`src/rtl/uart_tx_fsm.sv`:
```
// ---------------------------------------------------------------------------
// uart_tx_fsm
//
// Frame controller for the UART transmit path. Takes a byte handshake from
// the upstream host, drives the serializer enable, and builds the line-level
// frame (start bit, 8 data bits LSB first, optional parity, 1 or 2 stop
// bits) on the serial output.
//
// Parameters:
//   STOP_BITS  : stop-bit cycles per frame (1 or 2; other values act as the
//                nearest legal value).
//
// Ports:
//   clk        in   bit clock, one serial bit per cycle
//   rst        in   synchronous active-low reset
//   P_DATA     in   [7:0] byte to transmit, latched on acceptance
//   Data_Valid in   send request (pulse or level)
//   PAR_EN     in   1 = append a parity bit, latched on acceptance
//   PAR_TYP    in   0 = even, 1 = odd parity, latched on acceptance
//   ser_done   in   serializer is presenting the 8th data bit
//   ser_data   in   current data bit from the serializer
//   ser_en     out  serializer enable (low = load, high = shift)
//   TX_OUT     out  serial line, idles high
//   busy       out  frame in progress
// ---------------------------------------------------------------------------
module uart_tx_fsm #(
    parameter int STOP_BITS = 1
) (
    input  logic       clk,
    input  logic       rst,
    input  logic [7:0] P_DATA,
    input  logic       Data_Valid,
    input  logic       PAR_EN,
    input  logic       PAR_TYP,
    input  logic       ser_done,
    input  logic       ser_data,
    output logic       ser_en,
    output logic       TX_OUT,
    output logic       busy
);

    // State encodings; any other value is treated as illegal and recovers
    // to IDLE on the next edge.
    localparam logic [2:0] ST_IDLE   = 3'd0;
    localparam logic [2:0] ST_START  = 3'd1;
    localparam logic [2:0] ST_DATA   = 3'd2;
    localparam logic [2:0] ST_PARITY = 3'd3;
    localparam logic [2:0] ST_STOP   = 3'd4;

    // The stop counter only needs to distinguish the first and second stop
    // cycle; value of the counter on the final stop cycle.
    localparam logic STOP_LAST = (STOP_BITS >= 2) ? 1'b1 : 1'b0;

    // Parity over a byte: even parity is the XOR of the bits, odd parity
    // is its complement.
    function automatic logic parity_bit(input logic [7:0] data, input logic odd);
        return (^data) ^ odd;
    endfunction

    logic [2:0] r_state;
    logic [7:0] r_data;
    logic       r_par_en;
    logic       r_par_typ;
    logic       r_stop_cnt;
    logic       r_ser_en;
    logic       r_busy;
    logic       r_tx_fix;

    logic [2:0] w_state_nxt;
    logic [7:0] w_data_nxt;
    logic       w_par_en_nxt;
    logic       w_par_typ_nxt;
    logic       w_stop_cnt_nxt;
    logic       w_stop_last;
    logic       w_accept;
    logic       w_ser_en_nxt;
    logic       w_busy_nxt;
    logic       w_tx_fix_nxt;

    assign w_stop_last = (r_stop_cnt == STOP_LAST);

    // A request is taken only in IDLE or on the last stop cycle; everywhere
    // else Data_Valid is simply ignored.
    assign w_accept = Data_Valid &&
                      ((r_state == ST_IDLE) || ((r_state == ST_STOP) && w_stop_last));

    // Next-state and frame-parameter latch logic.
    always_comb begin
        w_state_nxt    = r_state;
        w_stop_cnt_nxt = r_stop_cnt;
        case (r_state)
            ST_IDLE: begin
                if (w_accept) begin
                    w_state_nxt = ST_START;
                end else begin
                    w_state_nxt = ST_IDLE;
                end
            end
            ST_START: begin
                w_state_nxt = ST_DATA;
            end
            ST_DATA: begin
                // ser_done marks the 8th data bit on the line.
                if (ser_done) begin
                    if (r_par_en) begin
                        w_state_nxt = ST_PARITY;
                    end else begin
                        w_state_nxt    = ST_STOP;
                        w_stop_cnt_nxt = 1'b0;
                    end
                end else begin
                    w_state_nxt = ST_DATA;
                end
            end
            ST_PARITY: begin
                w_state_nxt    = ST_STOP;
                w_stop_cnt_nxt = 1'b0;
            end
            ST_STOP: begin
                if (w_stop_last) begin
                    w_stop_cnt_nxt = 1'b0;
                    if (w_accept) begin
                        w_state_nxt = ST_START;
                    end else begin
                        w_state_nxt = ST_IDLE;
                    end
                end else begin
                    w_state_nxt    = ST_STOP;
                    w_stop_cnt_nxt = r_stop_cnt + 1'b1;
                end
            end
            default: begin
                w_state_nxt    = ST_IDLE;
                w_stop_cnt_nxt = 1'b0;
            end
        endcase

        if (w_accept) begin
            w_data_nxt    = P_DATA;
            w_par_en_nxt  = PAR_EN;
            w_par_typ_nxt = PAR_TYP;
        end else begin
            w_data_nxt    = r_data;
            w_par_en_nxt  = r_par_en;
            w_par_typ_nxt = r_par_typ;
        end
    end

    // Output values for the state being entered, so the output flops hold
    // a clean Moore decode of the registered state.
    always_comb begin
        w_ser_en_nxt = (w_state_nxt == ST_START) || (w_state_nxt == ST_DATA);
        w_busy_nxt   = (w_state_nxt != ST_IDLE);
        case (w_state_nxt)
            ST_IDLE:   w_tx_fix_nxt = 1'b1;
            ST_START:  w_tx_fix_nxt = 1'b0;
            ST_DATA:   w_tx_fix_nxt = 1'b1;
            ST_PARITY: w_tx_fix_nxt = parity_bit(w_data_nxt, w_par_typ_nxt);
            ST_STOP:   w_tx_fix_nxt = 1'b1;
            default:   w_tx_fix_nxt = 1'b1;
        endcase
    end

    // State, latched frame parameters and output registers.
    always_ff @(posedge clk) begin
        if (!rst) begin
            r_state    <= ST_IDLE;
            r_data     <= 8'h00;
            r_par_en   <= 1'b0;
            r_par_typ  <= 1'b0;
            r_stop_cnt <= 1'b0;
            r_ser_en   <= 1'b0;
            r_busy     <= 1'b0;
            r_tx_fix   <= 1'b1;
        end else begin
            r_state    <= w_state_nxt;
            r_data     <= w_data_nxt;
            r_par_en   <= w_par_en_nxt;
            r_par_typ  <= w_par_typ_nxt;
            r_stop_cnt <= w_stop_cnt_nxt;
            r_ser_en   <= w_ser_en_nxt;
            r_busy     <= w_busy_nxt;
            r_tx_fix   <= w_tx_fix_nxt;
        end
    end

    // Data bits come straight from the serializer's own register; every
    // other bit of the frame comes from the fixed-value flop.
    assign TX_OUT = (r_state == ST_DATA) ? ser_data : r_tx_fix;
    assign ser_en = r_ser_en;
    assign busy   = r_busy;

endmodule

```
`config.mk`:
```
export PLATFORM = sky130hd
export DESIGN_NAME = uart_tx_fsm
export DESIGN_NICKNAME = d
export VERILOG_FILES = /design/src/rtl/uart_tx_fsm.sv
export SDC_FILE = /design/constraint.sdc
export NUM_CORES = 1
export LEC_CHECK = 0
export BUFFER_PORTS_ARGS = -buffer_cell sky130_fd_sc_hd__buf_4
export CAP_MARGIN = 40
export CORE_UTILIZATION = 39
export CTS_BUF_LIST = sky130_fd_sc_hd__clkbuf_8 sky130_fd_sc_hd__clkbuf_16
export DETAILED_ROUTE_END_ITERATION = 12
export MAX_ROUTING_LAYER = met4
export SYNTH_ARGS = -nofsm -noshare
export SYNTH_HDL_FRONTEND = slang
export SYNTH_SLANG_ARGS = --single-unit
```
`constraint.sdc`:
```
create_clock -name clk -period 1.2 [get_ports clk]
set_input_delay 0.18 -clock clk [delete_from_list [all_inputs] [get_ports clk]]
set_output_delay 0.18 -clock clk [all_outputs]
set_load 0.02 [all_outputs]
```
==> metrics, run 1 <==
Synth cell types=23; Vias=about 650; achievable frequency=~0.7 GHz; hold buffer count at cts=0; startpoint types=register; GRT overflow=0; HPWL Detailed=around 1000 um; Setup WS post-layout=-0.189 ns; layout cell share with drive strength beyond 1=40.7%; Area growth, synth to finish=44.0%; LEAKAGE=roughly 0.45 nW; wire length of the first global-routing pass=approximately 2200 um; CTS Sinks=16; post-synthesis sequential area ratio=a little over two fifths; Finished Cell Area=between 1000 and 1500 um2; largest net degree at the start of global routing=18; io pins=18; XOR/XNOR Fraction of Synth Area=about 11%; max cap viols=0; largest family of logic cells by synthesized area=simple AND/OR/NAND/NOR gates; placer's final routability congestion estimate=about 0.72; post-synthesis compound-gate area fraction=between 15 and 20%; maximum vdd ir drop=~0.84 mV; clk_lat worst skew=around 0.25 ns; port bufs=17; critical-path cell list=nand2b_4 > nor2_4 > mux2_4 > buf_6; CP arrival=around 1.2 ns; initial antenna violation count=0; CTS Buffer Depth=2; syn_area_per_cell=around 9.0 um2; CTS tree=done; post-synthesis mux area share=under 10%; relative slew slack=87.5%; GR Util All Layers=approximately 16%; Final Routed Wirelength=approximately 1500 um; cts bufs inserted=3; synth top area cells=dfxtp_1, nand2_1, a21boi_0; Synthesis Warnings=0; syn_nets=96; PwrDens=between 1000 and 1500 nW/um2; CTS Root Cell=clkbuf_8; minimum clock period after layout=1.39 ns; period utilization=116%; vias in the first global route=between 500 and 600; Final Slew Violations=0; drt initial violations=13; WL per Instance=approximately 11 um; synthesized instance count=81; number of synthesized register bits=16; CP peak stage delay=between 0.3 and 0.4 ns; vias per cell=roughly 4.9; violated checks=setup timing; Core Box Area=roughly 1700 um2; die area=2050 um2; critical path endpoint category=output pin; placed cell area=just over 900 um2; TritonRoute pass-1 iters=2; share of the synthesized area in the top cell type=43.8%; RSZ-0062 raised after global routing=true; Post-Synth Simple-Gate Area=23.3%; Die W=45.3 um; Synth Area in Adders=0%; Crit Path Category=reg -> out; DR DRC count=0; critical path's slowest cell=dfxtp_2; fin util=roughly 60%; Layout Skew=approximately 0.0017 ns; filler cell count=167; status=complete, but fails checks; critical path required time=1.02 ns; crit path max fanout=2; row cnt=15; Tightest Pin Transition=between 0.15 and 0.2 ns; Hold WC Path Type=in -> reg; Ant. Diodes=0; Antenna Nets Post-Route=0; Syn Std Cell Area=between 700 and 800 um2; effective utilization at floorplan=41.9%; clock-pin slew on the worst setup and hold paths=0.07 ns; final hold viol count=0; Final setup viols=7; dominant cell type by area after synthesis=dfxtp_1; die height=45.3 um; H-tree Lvls=1; Net count, final=124
cell families (layout without fill, tap and decap cells):
group	Yosys count	after routing
buf+inv	5	32
mux	1	1
compound gates	17	17
simple gates	37	37
xor+xnor	5	5
flops	16	16
synthesized netlist by cell type, drive strengths merged:
| library cell | n |
|---|---|
| a21boi | 10 |
| buf | 2 |
| nor2 | 6 |
| nand4 | 1 |
| a221oi | 1 |
| and4b | 2 |
| a21oi | 1 |
| inv | 2 |
| and2 | 2 |
| xnor3 | 2 |
| xnor2 | 3 |
| nand3 | 1 |
| clkbuf | 1 |
| nand2b | 3 |
| o22a | 1 |
| mux2 | 1 |
| nand2 | 21 |
| nor2b | 1 |
| o211ai | 1 |
| o21ai | 3 |
| dfxtp | 16 |
path summary, 6_finish.rpt:
path | start | to | slack [ns] | depth (start not counted)
worst max-delay path | r_state[2] | TX_OUT | -0.19 | 4
worst min-delay path | P_DATA[5] | r_data[5] | 0.17 | 3
worst max register to register | r_data[6] | r_tx_fix | -0.03 | 3
worst min register to register | r_data[3] | r_data[3] | 0.47 | 2
sequential cells by signal, indices dropped and copies added, names as in the netlist:
register	flops
r_par_en	1
r_data	8
busy	1
r_tx_fix	1
r_par_typ	1
r_state	3
ser_en	1
through the flow:
step	std cells	hold WS (ns)	power (mW)	setup TNS (ns)	setup WS [ns]
floorplan	81	0.269	0.750	0	0.0512
global placement	127	0.440	0.844	-0.0222	-0.0135
detailed placement	127	0.450	0.849	-0.266	-0.0600
CTS	132	0.187	1.34	-0.238	-0.221
global route	133	0.190	1.40	-1.05	-0.220
finish	133	0.175	1.35	-0.254	-0.189
report_power, final:
part           internal [mW]  total (mW)  switching (mW)
sequential             0.568       0.597          0.0282
combinational          0.161       0.274           0.113
clock                  0.291       0.482           0.191
routing by layer:
| layer | routed length [um] | part of all wire, % | track usage (%) | vias up |
|---|---|---|---|---|
| li1 | - | - | - | 326 |
| met1 | 682 | 45 | 20.4 | 303 |
| met2 | 752 | 50 | 24.1 | 16 |
| met3 | 44 | 2.9 | 3.60 | 4 |
| met4 | 26 | 1.7 | 7.27 | 0 |
| met5 | 0 | 0 | - | - |
final cells by class:
type / count / area [um2] / share of cell area (%)
Clock buffer: 4 / 55.1 / 5.23
Inverter: 2 / 7.51 / 0.713
Multi-Input combinational cell: 60 / 420 / 40.0
Sequential cell: 16 / 332 / 31.5
Tap cell: 25 / 31.3 / 2.97
Timing Repair Buffer: 26 / 206 / 19.6
worst max-delay path, delay by kind of cell (launching register included):
| kind | cells | cell delay, ns |
|---|---|---|
| flip-flops | 1 | 0.32 |
| multiplexers | 1 | 0.30 |
| AND/OR/NAND/NOR | 2 | 0.22 |
| buffers and inverters | 1 | 0.13 |
cell usage in the layout, fill, tap and decap left out, drive strengths merged, types with 2 or more instances in the layout:
master  Yosys  layout
a21boi     10      10
o21ai       3       3
nand2b      3       3
and4b       2       2
dfxtp      16      16
xnor3       2       2
nand2      21      21
inv         2       2
clkbuf      1       4
and2        2       2
buf         2      26
nor2        6       6
xnor2       3       3
repair_timing:
action                                  in CTS  in global routing
endpoints found under the setup margin      13                 12
setup buffers                                2                  1
pin swaps                                    4                  7
gates resized for setup                     10                 13
(Power assumes the default switching activity.)
==> inputs of run 2 (changes only) <==
==> constraint.sdc (replaced) <==
create_clock -name clk -period 1.2 [get_ports clk]
set_input_delay 0.18 -clock clk [delete_from_list [all_inputs] [get_ports clk]]
set_output_delay 0.18 -clock clk [all_outputs]
set_load 0.005 [all_outputs]
==> run 2 against run 1 <==
Critical path type unchanged. First-iteration DRC count shrank 7.7%. Largest cell class unchanged. Core utilization decreased by 1.3 points. The run still ends with setup timing left. Die area unchanged.
==> metrics, run 2 (synthesis gave the netlist of run 1 again) <==
CTS tree=done; TritonRoute pass-1 iters=3; hold path cells=3; period utilization=116%; relative slew slack=85.7%; Reg with most FFs=r_data; placed cell area=911 um2; critical path endpoint category=output pin; violated checks=setup timing; hold slack final=between 0.15 and 0.2 ns; commonest cells after routing, fill and taps aside=buf_4, nand2_1, dfxtp_1, a21boi_0, dfxtp_2; achievable frequency=just over 0.7 GHz; CTS Root Cell=clkbuf_8; LEAKAGE=approximately 0.44 nW; delay-heaviest family, CP=flip-flops; die area=2050 um2; initial antenna violation count=0; Core Box Area=around 1700 um2; placer's final routability congestion estimate=roughly 0.7; Area growth, synth to finish=40.9%; reg2reg setup slack=-0.07 ns; maximum vdd ir drop=around 0.55 mV; port bufs=17; hold buffer count at cts=0; filler cell count=around 170; effective utilization at floorplan=between 40% and 50%; Multi-input gate area=around 420 um2; RSZ-0062 raised after global routing=true; status=complete, but fails checks; Setup WS post-layout=-0.191 ns; CTS Buffer Depth=2; setup_tns=-0.260 ns; max reg flops=8; Pwr Total=1.32 mW; critical-path cell list=nand2b_4 > nor2_4 > mux2_4 > buf_6; io pins=18; Finished Cell Area=1030 um2; drt initial violations=12; CP peak stage delay=between 0.3 and 0.4 ns; CP arrival=roughly 1.2 ns; GR Util All Layers=between 10% and 20%; Hold WC Path Type=in -> reg; Hold Path Sink=r_data[0]; Antenna Nets Post-Route=0; crit path max fanout=2; minimum clock period after layout=roughly 1.4 ns; Layout Cells excl Fill=between 100 and 150; max cap viols=0; Placed Cells incl. Taps=~130; WL per Instance=around 11 um; Layout Skew=0.00149 ns; Net count, final=122; vias per cell=roughly 4.7; layout cell share with drive strength beyond 1=39.6%; PwrDens=1290 nW/um2; Tightest Pin Transition=roughly 0.21 ns; largest net degree at the start of global routing=18; Final Slew Violations=0; Final setup viols=2; most common cell after layout, fill and taps aside=buf_4; critical path required time=approximately 1 ns; HPWL Detailed=between 1000 and 1500 um; final hold viol count=0; clock-pin slew on the worst setup and hold paths=0.06 ns; Ant. Diodes=0; Crit Path Category=reg -> out; GRT overflow=0; Final Routed Wirelength=~1400 um; min-delay src=P_DATA[0]; Largest regs=r_data (8), r_state (3); startpoint types=register; CTS Sinks=16; RR Endpoint=r_tx_fix; buffer and inverter count on the worst path=1; H-tree Lvls=1; critical path's slowest cell=dfxtp_2; wire length of the first global-routing pass=~2300 um; Die W=about 45 um; vias in the first global route=538; clk_lat worst skew=between 0.2 and 0.3 ns; Storage cell area=approximately 330 um2; cell depth of the worst flop-to-flop path=3; Vias=~620; reg2reg start=r_data[4]; die height=45.3 um; cts bufs inserted=3; row cnt=15; DR DRC count=0
## run 2: worst max-delay path by stage
stage,startpoint,to,depth (start not counted)
detailed placement,r_state[1],r_data[0],4
global placement,r_state[2],TX_OUT,4
floorplan,r_data[0],r_tx_fix,4
global route,r_state[2],TX_OUT,4
CTS,r_state[2],TX_OUT,4
finish,r_state[2],TX_OUT,4
## run 2: metal layers
| layer | share of wire, % | up-vias | GRT usage (%) |
|---|---|---|---|
| met5 | 0 | - | - |
| met1 | 47 | 278 | 20.4 |
| met4 | 3.4 | 0 | 12.7 |
| li1 | - | 321 | - |
| met3 | 2.7 | 5 | 3.60 |
| met2 | 46 | 12 | 24.9 |
## run 2: power breakdown
part           switching (mW)  leakage, nW  internal [mW]  total, mW
Combinational          0.0995        0.276          0.152      0.252
Clock                   0.185       0.0288          0.291      0.476
Sequential             0.0262        0.134          0.570      0.596
## run 2: cell type report
type | count | share of cell area [%]
Multi-Input combinational cell | 60 | 40.6
Sequential cell | 16 | 32.1
Timing Repair Buffer | 24 | 18.2
Clock buffer | 4 | 5.35
Tap cell | 25 | 3.04
Inverter | 2 | 0.729
## run 2: worst reg2reg max path: stages (launching register included)
cell      delay, ns
dfxtp_2        0.33
xnor2_2        0.14
xnor3_1        0.45
a221oi_2       0.26
## run 2: what timing repair did
action / 4_1_cts / 5_1_grt
endpoints found under the hold margin: 0 / 0
gates resized for setup: 11 / 8
buffers inserted: 1 / 1
pin swaps: 3 / 7
setup endpoints to repair: 13 / 13
## run 2: through the flow
stage | setup slack [ns] | util, %
6_report | -0.191 | 59.0
5_1_grt | -0.225 | 59.0
4_1_cts | -0.217 | 57.4
3_5_place_dp | -0.0946 | 52.2
3_3_place_gp | -0.0174 | 52.2
2_1_floorplan | 0.0512 | -
==> inputs of run 3 (changes only) <==
--- a/config.mk
+++ b/config.mk
@@ -5,7 +5,7 @@
 export SDC_FILE = /design/constraint.sdc
 export NUM_CORES = 1
 export LEC_CHECK = 0
-export BUFFER_PORTS_ARGS = -buffer_cell sky130_fd_sc_hd__buf_4
+export BUFFER_PORTS_ARGS = -buffer_cell sky130_fd_sc_hd__buf_2
 export CAP_MARGIN = 40
 export CORE_UTILIZATION = 39
 export CTS_BUF_LIST = sky130_fd_sc_hd__clkbuf_8 sky130_fd_sc_hd__clkbuf_16
==> run 3 against run 2 <==
The run still ends with setup timing left. Core utilization fell by 3.5 points. Via count rose by 2.6%. Setup slack worse by 0.016 ns. Die area stayed put. Clock power shrank 17%. Register-to-register slack better by 0.04 ns. Sequential share of layout area up 1.9 points. Sequential cell count unchanged. Hold slack got worse by 0.0033 ns. Combinational power decreased by 8%. Clock skew about the same. Global-route usage increased by 0.64 points. Critical endpoint unchanged. Highest routed layer unchanged.
==> metrics, run 3 (synthesis gave the netlist of run 1 again) <==
status=complete, but fails checks; violated checks=setup timing; Final setup viols=2; hold slack final=approximately 0.17 ns; clock share of power=roughly a third; GR Util All Layers=between 10% and 20%; wire length of the first global-routing pass=2430 um; reg2reg start=r_data[0]; io pins=18; Antenna Nets Post-Route=0; origin of the worst setup path=r_state[2]; clk_lat worst skew=approximately 0.25 ns; PwrDens=~1300 nW/um2; switching share of power=between 20% and 30%; Hold WC Path Type=in -> reg; Vias=roughly 630; hold path cells=3; critical-path cell list=nand2b_4 > nor2_4 > mux2_4 > buf_6; Largest regs=r_data (8), r_state (3); Die W=about 45 um; clock-pin slew on the worst setup and hold paths=0.06 ns; critical path endpoint category=output pin; Switch Pwr=approximately 0.3 mW; CTS Buffer Depth=2; Tightest Pin Transition=between 0.2 and 0.3 ns; commonest cells after routing, fill and taps aside=nand2_1, buf_2, a21boi_0, dfxtp_1, dfxtp_2; cell depth of the worst flop-to-flop path=3; routed wl met3=around 54 um; CTS tree=done; fin util=55.5%; DR DRC count=0; combinational share of power=between 10% and 20%; max cap viols=0; Final Routed Wirelength=approximately 1500 um; Flop pwr share=about half; effective utilization at floorplan=41.9%; placed cell area=868 um2; LEAKAGE=0.416 nW; CP peak stage delay=roughly 0.33 ns; cts bufs inserted=3; placer's final routability congestion estimate=between 0.6 and 0.7; Core Box Area=1750 um2; HPWL Detailed=approximately 990 um; relative slew slack=82.3%; Layout Skew=approximately 0.0017 ns; startpoint types=register; CTS Root Cell=clkbuf_8; drt initial violations=15; largest net degree at the start of global routing=18; maximum vdd ir drop=between 0.6 and 0.7 mV; uppermost layer routed=met4; GRT overflow=0; layout cell share with drive strength beyond 1=between 30% and 40%; Post-Route M1 WL=roughly 730 um; Area growth, synth to finish=32.5%; critical path's slowest cell=dfxtp_2; vias per cell=approximately 4.9; CTS Sinks=16; Reg with most FFs=r_data; Net count, final=between 100 and 150; final hold viol count=0; initial antenna violation count=0; minimum clock period after layout=1.41 ns; min-delay src=P_DATA[6]; Placed Cells incl. Taps=around 130; max reg flops=8; H-tree Lvls=1; Hold Path Sink=r_data[6]; port bufs=17; row cnt=15; die area=~2000 um2; RSZ-0062 raised after global routing=true; met2 wire length=roughly 670 um; Setup WS post-layout=-0.206 ns; Pwr Total=between 1 and 1.5 mW; CP arrival=1.23 ns; vias in the first global route=~570; Layout Cells excl Fill=between 100 and 150; TritonRoute pass-1 iters=4; Ant. Diodes=0; hold buffer count at cts=0; Finished Cell Area=968 um2; internal cell power=0.927 mW; reg2reg setup slack=-0.03 ns; die height=about 45 um; critical path required time=~1 ns; achievable frequency=~0.71 GHz; most common cell after layout, fill and taps aside=nand2_1; Final Slew Violations=0; Crit Path Category=reg -> out; crit path max fanout=4; period utilization=117%; RR Endpoint=r_tx_fix; WL per Instance=about 12 um
-- run 3: cell count changes in the layout (fill, tap and decap cells not counted), sizes merged --
cell / before / now
and2: 2 / 3
clkbuf: 4 / 3
buf: 24 / 23
-- run 3: through the flow --
stage,setup slack (ns),setup TNS (ns)
after floorplan,0.0512,0
after global placement,-0.0216,-0.0379
after detailed placement,-0.0793,-0.465
after CTS,-0.232,-0.282
after global routing,-0.240,-0.416
final,-0.206,-0.236
-- run 3: how the worst max path moves through the flow --
stage	slack [ns]	cells after the start	end
floorplan	0.05	4	r_tx_fix
global placement	-0.02	4	TX_OUT
detailed placement	-0.08	4	r_data[3]
CTS	-0.23	4	TX_OUT
global route	-0.24	4	TX_OUT
finish	-0.21	4	TX_OUT
-- run 3: area by class of cell --
type                    count  area, um2
repair buffers             23        136
flip-flops and latches     16        329
multi-input cells          61        423
well taps                  25       31.3
clock buffers               3       41.3
fillers                   174        777
inverters                   2       7.51
-- run 3: layer usage --
layer  up-vias  track usage (%)
met2        14             24.9
met1       293             22.3
met5         -                -
met3         4             3.60
met4         0             12.7
li1        321                -
-- run 3: power groups by stage --
| stage | registers [mW] | clock network [mW] | logic [mW] |
|---|---|---|---|
| after floorplan | 0.602 | 0 | 0.136 |
| after global routing | 0.602 | 0.440 | 0.255 |
| after detailed placement | 0.604 | 0 | 0.208 |
| after global placement | 0.603 | 0 | 0.206 |
| after CTS | 0.597 | 0.412 | 0.219 |
| final | 0.599 | 0.397 | 0.233 |
-- run 3: worst max-delay path: cells and delay by family (launching register included) --
| kind | cells | cell delay (ns) |
|---|---|---|
| buffers and inverters | 1 | 0.11 |
| flip-flops | 1 | 0.33 |
| multiplexers | 1 | 0.30 |
| AND/OR/NAND/NOR | 2 | 0.23 |
-- run 3: repair_timing --
action / in CTS / in global routing
endpoints found under the setup margin: 12 / 10
gates resized for setup: 10 / 6
gates cloned: 0 / 1
setup buffers: 0 / 1
pin swaps: 4 / 3
